`src/rtl/decoder_onehot_seq_if.sv`:
```
// Bus bundle for decoder_onehot_seq: mode/address inputs and decoded outputs.
// The master drives the request side; the decoder is the slave.
interface decoder_onehot_seq_if #(
  parameter int ADDR_W = 5,
  parameter int OUT_N  = 32
);
  logic              iEna;
  logic [1:0]        iMode;
  logic [ADDR_W-1:0] iData;
  logic [OUT_N-1:0]  oData;
  logic [ADDR_W-1:0] oIdx;
  logic              oValid;
  logic              oErr;

  modport master (
    output iEna, iMode, iData,
    input  oData, oIdx, oValid, oErr
  );

  modport slave (
    input  iEna, iMode, iData,
    output oData, oIdx, oValid, oErr
  );
endinterface

```
`src/rtl/decoder_onehot_seq.sv`:
```
// Registered one-hot decoder with latch, strobe, auto-scan and clear modes.
// Optional build macro SCAN_BIDIR_EN: when defined, SCAN walks ping-pong
// (0..OUT_N-1..0) instead of wrapping upward; when undefined no direction
// register exists.
//
// state     | meaning
// ----------+--------------------------------------------------------------
// ST_IDLE   | cleared; oData all-zero
// ST_LATCH  | decoding iData every enabled edge, result held
// ST_STROBE | alternating one-cycle decode pulse / zero cycle
// ST_SCAN   | walking one-hot, one step every SCAN_DIV enabled cycles
module decoder_onehot_seq #(
  parameter int ADDR_W   = 5,
  parameter int OUT_N    = 32,
  parameter int SCAN_DIV = 4,
  parameter int DIV_W    = 16
) (
  input  logic                 iClk,
  input  logic                 iRst_n,
  decoder_onehot_seq_if.slave  bus
);

  typedef enum logic [1:0] {
    ST_IDLE   = 2'd0,
    ST_LATCH  = 2'd1,
    ST_STROBE = 2'd2,
    ST_SCAN   = 2'd3
  } state_t;

  localparam logic [ADDR_W-1:0] LAST_IDX = ADDR_W'(OUT_N - 1);
  localparam logic [DIV_W-1:0]  DIV_TC   = DIV_W'(SCAN_DIV - 1);

  state_t             state_q, state_d;
  logic [OUT_N-1:0]   data_q, data_d;
  logic [ADDR_W-1:0]  idx_q, idx_d;
  logic [DIV_W-1:0]   cnt_q, cnt_d;
  logic               valid_q, valid_d;
  logic               err_q, err_d;
  // High in the cycle after a strobe pulse was issued, so the next edge zeroes.
  logic               strobe_hi_q, strobe_hi_d;
  logic               in_range;
  logic [ADDR_W-1:0]  scan_nxt;
`ifdef SCAN_BIDIR_EN
  // 0 = counting up, 1 = counting down.
  logic               dir_q, dir_d;
  logic               dir_nxt;
`endif

  function automatic logic [OUT_N-1:0] onehot(input logic [ADDR_W-1:0] idx);
    logic [OUT_N-1:0] res;
    for (int i = 0; i < OUT_N; i++) begin
      res[i] = (32'(idx) == 32'(i));
    end
    return res;
  endfunction

  assign in_range = (32'(bus.iData) < 32'(OUT_N));

  // Next scan index: upward wrap, or ping-pong when the direction flag exists.
  always_comb begin
    scan_nxt = '0;
`ifdef SCAN_BIDIR_EN
    dir_nxt = dir_q;
    if (OUT_N == 1) begin
      scan_nxt = '0;
    end else if (!dir_q) begin
      if (idx_q == LAST_IDX) begin
        scan_nxt = idx_q - 1'b1;
        dir_nxt  = 1'b1;
      end else begin
        scan_nxt = idx_q + 1'b1;
      end
    end else begin
      if (idx_q == '0) begin
        scan_nxt = idx_q + 1'b1;
        dir_nxt  = 1'b0;
      end else begin
        scan_nxt = idx_q - 1'b1;
      end
    end
`else
    scan_nxt = (idx_q == LAST_IDX) ? '0 : idx_q + 1'b1;
`endif
  end

  // Mode decode and next-state/output computation.
  always_comb begin
    state_d     = state_q;
    data_d      = data_q;
    idx_d       = idx_q;
    cnt_d       = cnt_q;
    valid_d     = 1'b0;
    err_d       = 1'b0;
    strobe_hi_d = strobe_hi_q;
`ifdef SCAN_BIDIR_EN
    dir_d       = dir_q;
`endif
    if (bus.iEna) begin
      case (bus.iMode)
        2'b00: begin
          state_d     = ST_LATCH;
          cnt_d       = '0;
          strobe_hi_d = 1'b0;
          valid_d     = 1'b1;
          if (in_range) begin
            data_d = onehot(bus.iData);
            idx_d  = bus.iData;
          end else begin
            data_d = '0;
            idx_d  = '0;
            err_d  = 1'b1;
          end
        end
        2'b01: begin
          state_d = ST_STROBE;
          cnt_d   = '0;
          if (state_q == ST_STROBE && strobe_hi_q) begin
            data_d      = '0;
            idx_d       = '0;
            strobe_hi_d = 1'b0;
          end else begin
            strobe_hi_d = 1'b1;
            // An out-of-range pulse leaves oData at zero, so no oValid.
            if (in_range) begin
              data_d  = onehot(bus.iData);
              idx_d   = bus.iData;
              valid_d = 1'b1;
            end else begin
              data_d = '0;
              idx_d  = '0;
              err_d  = 1'b1;
            end
          end
        end
        2'b10: begin
          state_d     = ST_SCAN;
          strobe_hi_d = 1'b0;
          if (state_q != ST_SCAN) begin
            cnt_d   = '0;
            valid_d = 1'b1;
`ifdef SCAN_BIDIR_EN
            dir_d   = 1'b0;
`endif
            if (in_range) begin
              data_d = onehot(bus.iData);
              idx_d  = bus.iData;
            end else begin
              data_d = onehot('0);
              idx_d  = '0;
              err_d  = 1'b1;
            end
          end else if (cnt_q == DIV_TC) begin
            cnt_d   = '0;
            idx_d   = scan_nxt;
            data_d  = onehot(scan_nxt);
            valid_d = 1'b1;
`ifdef SCAN_BIDIR_EN
            dir_d   = dir_nxt;
`endif
          end else begin
            cnt_d = cnt_q + 1'b1;
          end
        end
        default: begin
          state_d     = ST_IDLE;
          data_d      = '0;
          idx_d       = '0;
          cnt_d       = '0;
          strobe_hi_d = 1'b0;
          valid_d     = 1'b1;
        end
      endcase
    end
  end

  // State and output registers, asynchronously cleared.
  always_ff @(posedge iClk or negedge iRst_n) begin
    if (!iRst_n) begin
      state_q     <= ST_IDLE;
      data_q      <= '0;
      idx_q       <= '0;
      cnt_q       <= '0;
      valid_q     <= 1'b0;
      err_q       <= 1'b0;
      strobe_hi_q <= 1'b0;
`ifdef SCAN_BIDIR_EN
      dir_q       <= 1'b0;
`endif
    end else begin
      state_q     <= state_d;
      data_q      <= data_d;
      idx_q       <= idx_d;
      cnt_q       <= cnt_d;
      valid_q     <= valid_d;
      err_q       <= err_d;
      strobe_hi_q <= strobe_hi_d;
`ifdef SCAN_BIDIR_EN
      dir_q       <= dir_d;
`endif
    end
  end

  assign bus.oData  = data_q;
  assign bus.oIdx   = idx_q;
  assign bus.oValid = valid_q;
  assign bus.oErr   = err_q;

endmodule

```
`src/flat_wrapper.sv`:
```
// flat-port wrapper written by rule: the top's interface ports become plain ports
module decoder_onehot_seq_flat 
#(
  parameter int ADDR_W   = 5,
  parameter int OUT_N    = 32,
  parameter int SCAN_DIV = 4,
  parameter int DIV_W    = 16
)
  (iClk, iRst_n, bus_iEna, bus_iMode, bus_iData, bus_oData, bus_oIdx, bus_oValid, bus_oErr);
  decoder_onehot_seq_if #(.ADDR_W(ADDR_W), .OUT_N(OUT_N)) bus_i ();
  input  logic iClk;
  input  logic iRst_n;
  input wire logic [$bits(bus_i.iEna)-1:0] bus_iEna;
  input wire logic [$bits(bus_i.iMode)-1:0] bus_iMode;
  input wire logic [$bits(bus_i.iData)-1:0] bus_iData;
  output wire logic [$bits(bus_i.oData)-1:0] bus_oData;
  output wire logic [$bits(bus_i.oIdx)-1:0] bus_oIdx;
  output wire logic [$bits(bus_i.oValid)-1:0] bus_oValid;
  output wire logic [$bits(bus_i.oErr)-1:0] bus_oErr;
  assign bus_i.iEna = bus_iEna;
  assign bus_i.iMode = bus_iMode;
  assign bus_i.iData = bus_iData;
  assign bus_oData = bus_i.oData;
  assign bus_oIdx = bus_i.oIdx;
  assign bus_oValid = bus_i.oValid;
  assign bus_oErr = bus_i.oErr;
  decoder_onehot_seq #(.ADDR_W(ADDR_W), .OUT_N(OUT_N), .SCAN_DIV(SCAN_DIV), .DIV_W(DIV_W)) u_core (.iClk(iClk), .iRst_n(iRst_n), .bus(bus_i));
endmodule
```
`config.mk`:
```
export PLATFORM = sky130hd
export DESIGN_NAME = decoder_onehot_seq_flat
export DESIGN_NICKNAME = d
export VERILOG_FILES = /design/src/rtl/decoder_onehot_seq_if.sv /design/src/rtl/decoder_onehot_seq.sv /design/src/flat_wrapper.sv
export SDC_FILE = /design/constraint.sdc
export NUM_CORES = 1
export LEC_CHECK = 0
export CAP_MARGIN = 20
export CORE_ASPECT_RATIO = 1.2
export CORE_MARGIN = 3
export CORE_UTILIZATION = 40
export DETAILED_ROUTE_END_ITERATION = 8
export GPL_ROUTABILITY_DRIVEN = 1
export PLACE_DENSITY = 0.74
export RECOVER_POWER = 25
export SETUP_SLACK_MARGIN = 0.4
export SLEW_MARGIN = 20
export SYNTH_ARGS = -nofsm -noshare
export SYNTH_HDL_FRONTEND = slang
export SYNTH_SLANG_ARGS = --single-unit
```
`constraint.sdc`:
```
create_clock -name iClk -period 5.4 [get_ports iClk]
set_clock_uncertainty 0.15 [all_clocks]
set_input_delay 0.81 -clock iClk [delete_from_list [all_inputs] [get_ports iClk]]
set_output_delay 0.81 -clock iClk [all_outputs]
set_load 0.02 [all_outputs]
```
==> results by group <==
Status
  – Violated checks: capacitance limit, slew limit
  – Status: complete, but fails checks

Setup path
  – Nature of the critical path startpoint: input pin
  – Kind of cell adding the most delay to the critical path: buffers and inverters
  – Req. time, crit path: 5050 ps
  – Arr. time, crit path: 3010 ps
  – CP cell instances: buf_2, clkbuf_1
  – Maximum single-stage delay on the critical path: 2090 ps
  – Critical Path Fanout Max: 57
  – Critical path endpoint category: async pin
  – Critical path start-end classification: in2async
  – Sum of buffers and inverters on the critical path: 2
  – Highest-delay cell along the critical path: sky130_fd_sc_hd__clkbuf_1

STA
  – Tcrit/Tclk final: 62.3%
  – Final Critical Period: 3370 ps
  – Least setup slack across all paths after layout: 2030 ps
  – Achievable frequency: 297 MHz
  – Pins Over Slew Limit: 58
  – RSZ-0062 raised after global routing: no
  – Final hold violation count: 0
  – Setup TNS: 0 ps
  – Worst slew margin: -98.0%
  – Slew at the pin with the worst max-slew slack: 2970 ps
  – Final setup violation count: 0

Synth
  – Post-synthesis instance area: 3050 um^2
  – Syn Nets: 330
  – Distinct cell type count of the synthesized netlist: 49
  – Count of flip-flops with a built-in enable after synthesis: 0
  – Syn avg cell area: 9.88 um^2
  – Dominant synthesized flop cell: sky130_fd_sc_hd__dfrtp_1
  – Synthesized flop and latch total: 57
  – Synthesized netlist cell count: 309
  – YS warnings: 0
  – Sequential-to-total area share from yosys stat: 46.7%
  – Ys async rst share: 100%

CTS
  – Clock buffer count from CTS: 9
  – Maximum level of the CTS H-tree: 3
  – Num Clock Sinks: 57
  – Setup repair bufs after CTS: 0
  – Clock insertion delay at the later pin of the skew report: 340 ps
  – Clock Tree Buf Depth: 2
  – Quantity of gates resized following cts: 0
  – Clock transition time at the flip-flop clock pins of the worst setup and hold paths: 60 ps
  – Quantity of hold-fixing buffers added after cts: 0
  – Clock tree from TritonCTS: done
  – Clock tree root buffer cell: sky130_fd_sc_hd__clkbuf_8

Routing
  – Via count: 2580
  – Number of DRC violations after detailed-routing iteration 0: 159
  – Drt via density: 5.75
  – Drt wl/cell: 16.4 um
  – Post-route ant nets: 0
  – Detailed-route wire length: 7360 um
  – Residual DRC count: 0
  – Detailed Routing Iterations Pass 1: 4

Floorplanning
  – Die height: 102 um
  – Placeable Area: 7320 um^2
  – Initial cell density of the core: 41.7%
  – I/O pin count: 49
  – Number of rows in the core area: 34
  – Area of the die: 8720 um^2
  – DIE WIDTH: 85.8 um

Place
  – I/O Buffers: 47
  – Last weighted congestion value of the routability-driven placer: 0.899
  – Worst slack, placed: 2080 ps
  – Detail Placement HPWL: 5260 um
  – Number of placed instances, taps included: 433
  – Placed standard-cell area: 3580 um^2

Global routing
  – Total global-route track usage: 17.7%
  – Maximum number of pins on one net before global-route repair: 58
  – First-pass GRT wire length: 12300 um
  – Vias in the first global route: 2531
  – Number of antenna violations at the first check in global routing: 0
  – Final global-route overflow total: 0

Final layout
  – Relative area change from synthesis to final layout: 24.5%
  – Final standard cell count with taps included and fillers excluded: 449
  – Area taken by flip-flops and latches: 1430 um^2
  – Total inserted antenna cells: 0
  – Commonest cells after routing, fill and taps aside: sky130_fd_sc_hd__dfrtp_1 (57), sky130_fd_sc_hd__clkdlybuf4s50_1 (46), sky130_fd_sc_hd__a22o_1 (28)
  – Commonest non-fill, non-tap cell in the layout: sky130_fd_sc_hd__dfrtp_1
  – Share of cells above drive strength 1: 6.69%
  – Net count, final: 375
  – Final instance area: 3800 um^2
  – Area taken by multi-input logic gates: 1520 um^2
  – Fill cell instance count of the final layout: 634

Hold path
  – Class of the tightest hold or removal check: reg2reg

Pwr
  – Peak supply drop: 0.198 mV
  – LEAKAGE: 1.58 nW
  – Power per cell area: 274 nW/um^2
  – Pwr Total: 1.04 mW

Job
  – Max-cap violations: 1
-- worst paths after layout --
kind	from	endpoint	slack, ps	cells past startpoint
min in group asynchronous	iRst_n	u_core.bus.oData[31]	1380	2
min reg2reg	u_core.bus.oData[18]	u_core.bus.oData[18]	350	2
min	u_core.bus.oData[18]	u_core.bus.oData[18]	350	2
max	iRst_n	u_core.cnt_q[15]	2030	2
max reg2reg	u_core.cnt_q[0]	u_core.bus.oData[30]	2930	7
max in group iClk	bus_iMode[0]	u_core.bus.oData[1]	2440	8
-- flip-flops by register name, indices dropped and copies added (netlist names) --
signal              count
u_core.bus.oValid       1
u_core.state_q          2
u_core.cnt_q           16
u_core.strobe_hi_q      1
u_core.bus.oData       32
u_core.bus.oIdx         5
-- where the power goes --
group / switching (mW) / internal, mW / total (mW)
registers: 0.0160 / 0.438 / 0.454
clock network: 0.171 / 0.283 / 0.454
logic: 0.0844 / 0.0500 / 0.134
total: 0.272 / 0.771 / 1.04
-- cell families (layout without fill, tap and decap cells) --
group / count (synthesis) / after routing / share of synthesized area (%)
simple gates: 103 / 103 / 17.5
buf+inv: 26 / 76 / 3.65
xor+xnor: 11 / 11 / 3.16
mux: 4 / 4 / 1.35
fa+ha+maj: 11 / 11 / 4.51
compound gates: 96 / 96 / 23.0
other cells: 1 / 1 / 0.123
flops: 57 / 57 / 46.7
-- metrics by stage --
step | hold slack [ps] | utilization [%]
after floorplan | 314 | -
after global placement | 340 | 48.9
after detailed placement | 344 | 48.9
after CTS | 357 | 52.0
after global routing | 375 | 51.9
final | 351 | 51.9
-- cell usage after synthesis (2+ instances only) --
master	instances	area, um^2
sky130_fd_sc_hd__a22oi_1	2	15.0
sky130_fd_sc_hd__nor4_1	4	25.0
sky130_fd_sc_hd__o2bb2ai_1	4	35.0
sky130_fd_sc_hd__nor3_1	8	40.0
sky130_fd_sc_hd__o21ai_0	14	70.1
sky130_fd_sc_hd__and4_1	2	17.5
sky130_fd_sc_hd__o21ai_1	4	20.0
sky130_fd_sc_hd__nor2b_1	2	12.5
sky130_fd_sc_hd__ha_1	11	138
sky130_fd_sc_hd__xnor2_1	4	35.0
sky130_fd_sc_hd__nand4_1	4	25.0
sky130_fd_sc_hd__a21oi_1	2	10.0
sky130_fd_sc_hd__inv_1	11	41.3
sky130_fd_sc_hd__a31oi_1	3	18.8
sky130_fd_sc_hd__mux2i_1	3	30.0
sky130_fd_sc_hd__a22o_1	28	245
sky130_fd_sc_hd__clkbuf_1	6	22.5
sky130_fd_sc_hd__nand3_1	14	70.1
sky130_fd_sc_hd__a2bb2oi_1	4	35.0
sky130_fd_sc_hd__and3_1	6	37.5
sky130_fd_sc_hd__nor2_1	20	75.1
sky130_fd_sc_hd__nand2_1	26	97.6
sky130_fd_sc_hd__dfrtp_1	57	1430
sky130_fd_sc_hd__o22ai_1	26	163
sky130_fd_sc_hd__xor2_1	7	61.3
sky130_fd_sc_hd__buf_2	8	40.0
sky130_fd_sc_hd__nand3b_1	7	52.6
-- final cells by class --
type | instances | area share, %
clock inverters | 5 | 2.04
repair buffers | 49 | 12.5
multi-input cells | 226 | 39.9
well taps | 90 | 2.96
flip-flops and latches | 57 | 37.5
clock buffers | 11 | 3.98
inverters | 11 | 1.09
-- routing by layer --
layer,vias up,part of all wire [%],track usage [%]
li1,1247,-,-
met1,1256,43,21.9
met3,13,4.3,3.91
met5,-,0,0
met2,64,51,29.5
met4,0,1.9,8.40
Power figures use the tool's default switching activity.
